$ cat src/rtl/mdu_pkg.sv
// Shared types and constants for the iterative multiply/divide unit.
package mdu_pkg;
    localparam int MDU_WIDTH = 32;
    localparam logic [MDU_WIDTH-1:0] DIV0_LO = '1;

    // Code 7 is reserved and treated like NOP.
    typedef enum logic [2:0] {
        NOP   = 3'd0,
        MULT  = 3'd1,
        MULTU = 3'd2,
        DIV   = 3'd3,
        DIVU  = 3'd4,
        MTHI  = 3'd5,
        MTLO  = 3'd6
    } mdu_op_e;

    typedef enum logic [1:0] {
        IDLE,
        CALC,
        FIX
    } mdu_state_e;
endpackage

$ cat src/rtl/mdu_if.sv
// Request/result bundle between the operand-mux stage and the MDU.
interface mdu_if #(parameter int WIDTH = mdu_pkg::MDU_WIDTH) ();
    import mdu_pkg::*;

    logic             start;
    mdu_op_e          op;
    logic [WIDTH-1:0] a;
    logic [WIDTH-1:0] b;
    logic             busy;
    logic             done;
    logic [WIDTH-1:0] hi;
    logic [WIDTH-1:0] lo;

    modport master (output start, op, a, b, input busy, done, hi, lo);
    modport slave  (input start, op, a, b, output busy, done, hi, lo);
endinterface

$ cat src/rtl/mdu_abs_neg.sv
// Conditional two's-complement negate; used for operand magnitudes and result sign fix.
module mdu_abs_neg #(
    parameter int W = 32
) (
    input  logic [W-1:0] x,
    input  logic         neg,
    output logic [W-1:0] y
);
    assign y = neg ? -x : x;
endmodule

$ cat src/rtl/mult_div_unit.sv
// Iterative MIPS MULT/MULTU/DIV/DIVU unit with HI/LO registers and one-cycle MTHI/MTLO.
// Optional MDU_ABORT_EN adds an abort input that cancels an in-flight operation.
module mult_div_unit
    import mdu_pkg::*;
#(
    parameter int WIDTH = MDU_WIDTH,
    parameter int ITERS = WIDTH
) (
    input logic   clk,
    input logic   rst_n,
`ifdef MDU_ABORT_EN
    input logic   abort,
`endif
    mdu_if.slave  bus
);
    localparam int CW = $clog2(ITERS + 1);

    mdu_state_e         state;
    logic [2*WIDTH-1:0] acc;
    logic [WIDTH-1:0]   opb;
    logic [CW-1:0]      cnt;
    logic               is_div, neg_q, neg_r;
    logic               busy_r, done_r;
    logic [WIDTH-1:0]   hi_r, lo_r;

    logic req_md, div_op, sgn_op, div0, sa, sb, fix;
    assign req_md = bus.start && (state == IDLE) && (bus.op inside {MULT, MULTU, DIV, DIVU});
    assign div_op = bus.op inside {DIV, DIVU};
    assign sgn_op = bus.op inside {MULT, DIV};
    assign div0   = div_op && (bus.b == '0);
    // Divide by zero keeps the raw dividend: the restoring loop then yields all-ones / a.
    assign sa     = sgn_op && !div0 && bus.a[WIDTH-1];
    assign sb     = sgn_op && bus.b[WIDTH-1];
    assign fix    = (state == FIX);

    // Multiply step: conditional add into the upper half, then shift right.
    logic [WIDTH-1:0] addend;
    logic [WIDTH:0]   psum;
    assign addend = acc[0] ? opb : '0;
    assign psum   = {1'b0, acc[2*WIDTH-1:WIDTH]} + {1'b0, addend};

    // Divide step: {rem, next dividend bit} minus divisor; keep it if no borrow.
    logic [WIDTH:0]   rsh;
    logic [WIDTH+1:0] trial;
    assign rsh   = acc[2*WIDTH-1:WIDTH-1];
    assign trial = {1'b0, rsh} - {2'b00, opb};

    logic [2*WIDTH-1:0] acc_nxt;
    always_comb begin
        acc_nxt = {psum, acc[WIDTH-1:1]};
        if (is_div)
            acc_nxt = trial[WIDTH+1] ? {rsh[WIDTH-1:0], acc[WIDTH-2:0], 1'b0}
                                     : {trial[WIDTH-1:0], acc[WIDTH-2:0], 1'b1};
    end

    logic [2*WIDTH-1:0] n0_x, n0_y;
    logic [WIDTH-1:0]   n1_x, n1_y;
    logic               n0_neg, n1_neg;
    assign n0_x   = fix ? (is_div ? {{WIDTH{1'b0}}, acc[WIDTH-1:0]} : acc)
                        : {{WIDTH{1'b0}}, bus.a};
    assign n0_neg = fix ? neg_q : sa;
    assign n1_x   = fix ? acc[2*WIDTH-1:WIDTH] : bus.b;
    assign n1_neg = fix ? neg_r : sb;

    mdu_abs_neg #(.W(2*WIDTH)) u_neg0 (.x(n0_x), .neg(n0_neg), .y(n0_y));
    mdu_abs_neg #(.W(WIDTH))   u_neg1 (.x(n1_x), .neg(n1_neg), .y(n1_y));

    always_ff @(posedge clk or negedge rst_n) begin
        if (!rst_n) begin
            state  <= IDLE;
            acc    <= '0;
            opb    <= '0;
            cnt    <= '0;
            is_div <= 1'b0;
            neg_q  <= 1'b0;
            neg_r  <= 1'b0;
            busy_r <= 1'b0;
            done_r <= 1'b0;
            hi_r   <= '0;
            lo_r   <= '0;
        end else begin
            done_r <= 1'b0;
`ifdef MDU_ABORT_EN
            if (abort && busy_r) begin
                state  <= IDLE;
                busy_r <= 1'b0;
            end else
`endif
            case (state)
                IDLE: begin
                    if (req_md) begin
                        acc    <= {{WIDTH{1'b0}}, n0_y[WIDTH-1:0]};
                        opb    <= n1_y;
                        cnt    <= '0;
                        is_div <= div_op;
                        neg_q  <= sa ^ sb;
                        neg_r  <= div_op & sa;
                        busy_r <= 1'b1;
                        state  <= CALC;
                    end else if (bus.start && bus.op == MTHI) begin
                        hi_r <= bus.a;
                    end else if (bus.start && bus.op == MTLO) begin
                        lo_r <= bus.a;
                    end
                end
                CALC: begin
                    acc <= acc_nxt;
                    cnt <= cnt + CW'(1);
                    if (cnt == CW'(ITERS - 1))
                        state <= FIX;
                end
                FIX: begin
                    if (is_div) begin
                        lo_r <= n0_y[WIDTH-1:0];
                        hi_r <= n1_y;
                    end else begin
                        {hi_r, lo_r} <= n0_y;
                    end
                    done_r <= 1'b1;
                    busy_r <= 1'b0;
                    state  <= IDLE;
                end
                default: state <= IDLE;
            endcase
        end
    end

    assign bus.busy = busy_r;
    assign bus.done = done_r;
    assign bus.hi   = hi_r;
    assign bus.lo   = lo_r;
endmodule

$ cat src/flat_wrapper.sv
// flat-port wrapper written by rule: the top's interface ports become plain ports
module mult_div_unit_flat import mdu_pkg::*;
#(
    parameter int WIDTH = MDU_WIDTH,
    parameter int ITERS = WIDTH
)
  (clk, rst_n, bus_start, bus_op, bus_a, bus_b, bus_busy, bus_done, bus_hi, bus_lo);
  mdu_if #(.WIDTH(WIDTH)) bus_i ();
  input logic clk;
  input logic rst_n;
  input wire logic [$bits(bus_i.start)-1:0] bus_start;
  input wire logic [$bits(bus_i.op)-1:0] bus_op;
  input wire logic [$bits(bus_i.a)-1:0] bus_a;
  input wire logic [$bits(bus_i.b)-1:0] bus_b;
  output wire logic [$bits(bus_i.busy)-1:0] bus_busy;
  output wire logic [$bits(bus_i.done)-1:0] bus_done;
  output wire logic [$bits(bus_i.hi)-1:0] bus_hi;
  output wire logic [$bits(bus_i.lo)-1:0] bus_lo;
  assign bus_i.start = bus_start;
  assign bus_i.op = bus_op;
  assign bus_i.a = bus_a;
  assign bus_i.b = bus_b;
  assign bus_busy = bus_i.busy;
  assign bus_done = bus_i.done;
  assign bus_hi = bus_i.hi;
  assign bus_lo = bus_i.lo;
  mult_div_unit #(.WIDTH(WIDTH), .ITERS(ITERS)) u_core (.clk(clk), .rst_n(rst_n), .bus(bus_i));
endmodule
$ cat config.mk
export PLATFORM = sky130hd
export DESIGN_NAME = mult_div_unit_flat
export DESIGN_NICKNAME = d
export VERILOG_FILES = /design/src/rtl/mdu_pkg.sv /design/src/rtl/mdu_if.sv /design/src/rtl/mdu_abs_neg.sv /design/src/rtl/mult_div_unit.sv /design/src/flat_wrapper.sv
export SDC_FILE = /design/constraint.sdc
export NUM_CORES = 1
export LEC_CHECK = 0
export ABC_CLOCK_PERIOD_IN_PS = 12200
export CELL_PAD_IN_SITES_DETAIL_PLACEMENT = 1
export CELL_PAD_IN_SITES_GLOBAL_PLACEMENT = 1
export CORE_ASPECT_RATIO = 1.2
export CORE_MARGIN = 5
export CORE_UTILIZATION = 48
export DETAILED_ROUTE_END_ITERATION = 7
export HOLD_SLACK_MARGIN = 0.06
export PLACE_DENSITY = 0.93
export SETUP_SLACK_MARGIN = 0.3
export SLEW_MARGIN = 20
export SYNTH_ARGS = -nofsm -noshare
export SYNTH_HDL_FRONTEND = slang
export SYNTH_SLANG_ARGS = --single-unit
$ cat constraint.sdc
create_clock -name clk -period 12.2 [get_ports clk]
set_input_delay 2.44 -clock clk [delete_from_list [all_inputs] [get_ports clk]]
set_output_delay 2.44 -clock clk [all_outputs]
set_load 0.01 [all_outputs]
==> results of run 1 <==
per-layer routing:
layer  part of all wire (%)  track usage [%]  up-vias  wire (um)
li1                       -                -     7013          -
met1                     38             40.7     7971      23600
met2                     48             59.0      931      29700
met3                    7.0             5.38      320       4350
met4                    7.7             24.2        0       4780
met5                      0                0        -          0
state kept, by name (all words and copies together), names as in the netlist:
signal / cells
u_core.neg_r: 1
u_core.bus.lo: 32
u_core.neg_q: 1
u_core.bus.done: 1
u_core.opb: 32
u_core.state: 2
u_core.cnt: 6
u_core.is_div: 1
u_core.bus.hi: 32
u_core.bus.busy: 1
u_core.acc: 64
metrics by stage:
stage | setup WS, ns | utilization (%) | power, uW | hold WS (ns) | area, um^2
after global routing | 5.85 | 55.6 | 4620 | 0.509 | 17500
final | 6.04 | 55.6 | 4340 | 0.484 | 17500
after CTS | 6.25 | 55.5 | 4270 | 0.488 | 17500
after global placement | 5.88 | 53.6 | 3490 | 0.460 | 16900
after floorplan | 7.41 | - | 2850 | 0.457 | 15300
after detailed placement | 5.82 | 53.6 | 3640 | 0.473 | 16900
area by class of cell:
type,instances,area share (%)
inverters,58,1.26
repair buffers,153,8.55
multi-input cells,1550,59.1
well taps,401,2.87
clock buffers,23,2.68
clock inverters,9,0.780
flip-flops and latches,173,24.8
worst max path at each step:
stage                                    to  slack (ns)  depth (start not counted)
final                     u_core.bus.hi[20]        6.04                         15
after global routing      u_core.bus.hi[20]        5.85                         15
after CTS                 u_core.bus.hi[20]        6.25                         15
after detailed placement  u_core.bus.hi[27]        5.82                         10
after global placement     u_core.bus.hi[0]        5.88                          9
after floorplan            u_core.bus.hi[3]        7.41                          9
Yosys cell counts (9+ instances only):
cell type	number	area, um^2
nand2_1	218	818
o21a_1	10	75.1
nand3_1	31	155
nor4_1	14	87.6
o211ai_1	11	82.6
a31oi_1	22	138
nor2_1	145	544
nor2b_1	11	68.8
xnor2_1	81	709
xor2_1	83	727
or3_1	14	87.6
inv_1	56	210
a22oi_1	26	195
o31ai_1	20	150
mux2_2	9	101
ha_1	67	838
o221a_2	11	124
o221ai_1	29	254
dfrtp_1	173	4330
and3_1	15	93.8
a21o_1	31	233
clkbuf_1	104	390
o21ai_0	157	786
and2_1	56	350
mux2i_1	132	1320
a211oi_1	15	113
o22ai_1	13	81.3
nand4_1	10	62.6
nand2b_1	9	56.3
a221oi_1	20	175
nor3_1	47	235
a21oi_1	137	686
o21bai_1	10	75.1
report_power, final:
part / switching [uW] / internal [uW] / total [uW]
registers: 420 / 775 / 1190
clock network: 259 / 334 / 593
logic: 1480 / 1080 / 2550
logic make-up (layout without fill, tap and decap cells):
kind of cell | count (synthesis) | in the layout
xor gates and xnor gates | 164 | 164
and+or+nand+nor | 612 | 612
buffers and inverters | 179 | 243
muxes | 141 | 141
AOI/OAI and AO/OA | 564 | 564
DFF | 173 | 173
adders and majority gates | 69 | 69
critical path, stage by stage (launching register included):
cell	delay (ns)
dfrtp_1	0.75
nand2b_4	0.45
inv_4	0.56
buf_4	0.58
buf_4	0.68
mux2i_1	0.37
ha_1	0.32
inv_1	0.07
a211oi_1	0.41
and4_1	0.44
and3_1	0.33
nand2_1	0.16
o21ai_0	0.37
o22ai_1	0.17
xnor2_1	0.19
o21ai_0	0.09
==> metrics.md, run 1 <==
| Metric | Value |
|---|---|
| Status | finished, final reports clean |
| Antenna-violating nets left | 0 |
| CTS Buf Count | 17 |
| Layout cells sized above 1 | 4.73% |
| Io pins | 136 |
| R2r setup slk | 6.04 ns |
| Overall Global Routing Usage | about a third |
| Mean Syn Cell Area | ~8.0 um^2 |
| Leak | 0.00739 uW |
| Height of the chip | ~210 um |
| Critical Setup Path Class | reg2reg |
| Worst Path Required | 12.51 ns |
| Cell variety after synth | 73 |
| Hold Buf Count CTS | 0 |
| Post-Route WL | 62,500 um |
| Nets@finish | ~2,100 |
| Via count | between 15,000 and 20,000 |
| Least-Margin Pin Slew | 1.15 ns |
| Initial Util | between 40% and 50% |
| Largest net degree at the start of global routing | 114 |
| Post-synthesis sequential area ratio | 28.3% |
| Vias/cell | a little under 7 |
| Core Area | between 30,000 and 40,000 um^2 |
| Fmax | 0.162 GHz |
| Hold crit path type | reg2reg |
| Register Area | approximately 4300 um^2 |
| Hold endpoint | u_core.bus.lo[7] |
| Critical path arrival | around 6.5 ns |
| Crit. Startpoint | u_core.state[1] |
| Area grow syn2layout | 14.3% |
| Peak fanout along the critical path | 47 |
| Area of the multi-input gates | 10,300 um^2 |
| Clock transition at the registers of the reported paths | roughly 0.070 ns |
| Commonest non-fill, non-tap cells in the layout | 217 x nand2_1, 171 x dfrtp_1, 157 x o21ai_0, 144 x nor2_1, 137 x a21oi_1 |
| Final Hold Vio Count | 0 |
| Rel. slew slack | 22.0% |
| N_diodes | 0 |
| Drt first-iter violations | 1,998 |
| Synthesized-area fraction occupied by and/or/nand/nor cells | approximately a fifth |
| Final Max Tran Viols | 0 |
| Commonest non-fill, non-tap cell in the layout | nand2_1 |
| Main combinational cell family by area after synthesis | compound AO/OA/AOI/OAI gates |
| Most used DFF post-synth | dfrtp_1 |
| Async set-reset flop share out of synthesis | 100% |
| Avg WL per Cell | roughly 26 um |
| Post-synth EDFFs | 0 |
| GPL Wtd Cong | around 0.98 |
| Adder-cell share of the synthesized area | 5.75% |
| Total of max-cap violations | 0 |
| Synth Register Bits | 173 |
| Period utilization | about half |
| Root Buffer | clkbuf_16 |
| Reg2reg start | u_core.state[1] |
| Final Instance Count excl. Fillers | 2,367 |
| Crit end category | flop |
| Clock Skews | approximately 0.016 ns |
| Gr ovfl total | 0 |
| Sink Count | around 170 |
| Filler cell count in the final layout | 3,760 |
| Worst IR Drop VDD | between 0.1 and 0.15 mV |
| Inst Count DP | 2,334 |
| Pwr/cell area | 249 nW/um^2 |
| CTS max path bufs | 2 |
| Clk_lat worst skew | around 0.47 ns |
| R2r endpoint | u_core.bus.hi[20] |
| H-tree Lvls | 4 |
| First-pass DRT Iterations | 6 |
| Drt drc | 0 |
| Die W | around 170 um |
| Tmin final | about 6.2 ns |
| Initial antenna violation count | 0 |
| Mux cell area share after synthesis | a little under a tenth |
| Site row count | 71 |
| Critical path launch point type | flop |
| Sum Neg Setup Slack | 0 ns |
| HPWL after DPL | 44,700 um |
| Post-Syn Instances | roughly 1,900 |
| Worst hold start | u_core.bus.lo[7] |
| RSZ-0062 raised after global routing | no |
| Setup Buffers After CTS | 0 |
| Yosys warning count | 0 |
| Compound-cell area share of the yosys netlist | a little under a quarter |
| Reg2Reg Depth | 15 |
| Vias in the first global route | 17,500 |
| XOR/XNOR Fraction of Synth Area | roughly a tenth |
| First-pass GRT wire length | approximately 100,000 um |
| Syn Nets | 2,041 |
| Hold path depth | 2 |
| CTS tree | done |
| Final setup vio count | 0 |
| Synth Cell Area | between 15,000 and 20,000 um^2 |
| Post-CTS sizing | 0 |
| Area of the die | around 36,000 um^2 |
| I/O Buffers | about 140 |
No activity file was read; power rests on OpenSTA's default activity.
==> inputs of run 2 (changes only) <==
Settings changed: ABC_CLOCK_PERIOD_IN_PS 12200 to 5300, CORE_UTILIZATION 48 to 40, PLACE_DENSITY 0.93 to 0.84.
Clock period 12.2 ns to 5.3 ns, I/O delays scaled along.
==> run 2 against run 1 <==
Compared with the run above: clock-buffer cell count shrank 3; largest power group unchanged; largest cell class unchanged; final area is 1.2% higher; worst setup slack got worse by 5.4 ns; die area rose by 19%.
==> metrics.md, run 2 (synthesis gave the netlist of run 1 again) <==
| Metric | Value |
|---|---|
| Commonest non-fill, non-tap cells in the layout | 217 x nand2_1, 172 x dfrtp_1, 157 x o21ai_0, 144 x nor2_1, 137 x a21oi_1 |
| Clock Skews | 0.0111 ns (-0.00465 ns) |
| Layout cells sized above 1 | 5.70% (+0.97 points) |
| Initial antenna violation count | 0 (unchanged) |
| Drt first-iter violations | 1,238 (-38%) |
| Grt met2 use | 48.2% (-11 points) |
| Overall Global Routing Usage | 28.6% (-6.2 points) |
| RSZ-0062 raised after global routing | no |
| Most flops, register | u_core.acc |
| Drt drc | 0 (unchanged) |
| Critical Setup Path Class | reg2reg |
| CTS tree | done |
| Root Buffer | clkbuf_16 |
| I/O Buffers | 135 (unchanged) |
| Critical path launch point type | flop |
| Hold Buf Count CTS | 0 (unchanged) |
| Clock transition at the registers of the reported paths | 0.08 ns (about the same) |
| Post-Route WL | 61,600 um (-1.4%) |
| Status | finished, final reports clean |
| Final Hold Vio Count | 0 (unchanged) |
| Io pins | 136 (unchanged) |
| Vias in the first global route | 16,600 (-5.1%) |
| Commonest non-fill, non-tap cell in the layout | nand2_1 |
| Pwr/cell area | 556 nW/um^2 (+120%) |
| Max reg flops | 64 (unchanged) |
| HPWL after DPL | 46,400 um (+3.8%) |
| First-pass DRT Iterations | 8 (+2) |
| Peak fanout along the critical path | 35 (-26%) |
| Initial Util | 40.5% (-8.1 points) |
| Crit end category | flop |
| Final setup vio count | 0 (unchanged) |
| Rel. slew slack | 27.0% (+4.9 points) |
| Die W | 188 um (+9.0%) |
| Area after DPL | 17,100 um^2 (+1.5%) |
| Avg WL per Cell | 25.0 um (-5.3%) |
| Filler cell count in the final layout | 4,551 (+21%) |
| Met1 Usage GRT | 35.0% (-5.7 points) |
| CTS max path bufs | 2 (unchanged) |
| Vias/cell | 6.44 (-6.1%) |
| Fmax | 0.215 GHz (+32%) |
| Worst IR Drop VDD | 0.225 mV (+82%) |
| Hold crit path type | reg2reg |
| Critical path arrival | 4.96 ns (-1.51 ns) |
| Inst Count DP | 2,432 (+4.2%) |
| Leak | 0.00746 uW (+0.96%) |
| Met3 usage | 3.37% (-2.0 points) |
| Tmin final | 4.66 ns (-1.50 ns) |
| Clk_lat worst skew | 0.47 ns (about the same) |
| Area of the die | 42,200 um^2 (+19%) |
| Total power draw | 9830 uW (+130%) |
| Total of max-cap violations | 0 (unchanged) |
| Final Instance Count excl. Fillers | 2,464 (+4.1%) |
| H-tree Lvls | 4 (unchanged) |
| Period utilization | 87.9% (+37 points) |
| Hold_ws | 0.480 ns (-0.00393 ns) |
| CTS Buf Count | 17 (unchanged) |
| Least-Margin Pin Slew | 1.09 ns (-0.0585 ns) |
| Design area | 17,700 um^2 (+1.2%) |
| Sum Neg Setup Slack | 0 ns (unchanged) |
| Setup Buffers After CTS | 0 (unchanged) |
| Final Max Tran Viols | 0 (unchanged) |
| Core Area | 37,800 um^2 (+20%) |
| Height of the chip | 224 um (+9.1%) |
| Via count | 15,900 (-2.3%) |
| GPL Wtd Cong | 0.955 (-2.8%) |
| Sink Count | 173 (unchanged) |
| N_diodes | 0 (unchanged) |
| Area grow syn2layout | 15.7% |
| Site row count | 78 (+9.9%) |
| First-pass GRT wire length | 95,800 um (-2.7%) |
| Largest net degree at the start of global routing | 106 (-7.0%) |
| Post-CTS sizing | 0 (unchanged) |
| Worst Path Required | 5.60 ns (-6.91 ns) |
| Global routing's busiest layer | met2 |
| Gr ovfl total | 0 (unchanged) |
| Antenna-violating nets left | 0 (unchanged) |
| Nets@finish | 2,110 (+0.86%) |
[run 2: per-stage QoR]
step | setup WS [ns] | utilization [%]
floorplan | 0.762 | -
global route | 0.472 | 46.8
detailed placement | 0.734 | 45.3
finish | 0.643 | 46.8
CTS | 0.765 | 46.8
global placement | 0.839 | 45.3
[run 2: power breakdown]
| group | leakage [uW] | internal [uW] | total, uW | switching [uW] |
|---|---|---|---|---|
| clock | 0.000269 | 674 | 1280 | 611 |
| sequential | 0.00203 | 1780 | 2650 | 869 |
| combinational | 0.00516 | 2510 | 5890 | 3380 |
[run 2: final timing paths]
check,from,end,slack [ns],cells past startpoint
max,u_core.state[0],u_core.bus.hi[16],0.64,14
min,u_core.bus.lo[13],u_core.bus.lo[13],0.48,2
max reg2reg,u_core.state[0],u_core.bus.hi[16],0.64,14
min reg2reg,u_core.bus.lo[13],u_core.bus.lo[13],0.48,2
max in group asynchronous,rst_n,u_core.bus.hi[16],3.44,2
min in group asynchronous,rst_n,u_core.bus.lo[3],0.72,1
[run 2: routing by layer]
metal  routed length (um)  vias up  part of all wire, %
li1                     -     7046                    -
met1                24800     7911                   40
met2                29300      704                   48
met3                 3540      206                  5.8
met4                 3940        0                  6.4
met5                    0        -                    0
[run 2: critical path: stages, from the launching register on]
cell,delay (ns)
dfrtp_1,0.38
buf_4,0.18
nand2b_4,0.29
inv_4,0.41
mux2i_1,0.34
ha_1,0.22
inv_1,0.07
a211oi_1,0.29
and4b_1,0.40
nand4b_1,0.38
nor3_1,0.76
nor4b_1,0.31
o22ai_1,0.13
xnor2_1,0.19
o221ai_1,0.14
[run 2: area by class of cell]
type / count / area (um^2) / share of cell area [%]
clock inverters: 12 / 114 / 0.644
flip-flops and latches: 173 / 4330 / 24.5
multi-input cells: 1550 / 10300 / 58.4
well taps: 480 / 601 / 3.40
inverters: 58 / 220 / 1.25
repair buffers: 171 / 1640 / 9.26
clock buffers: 20 / 457 / 2.58
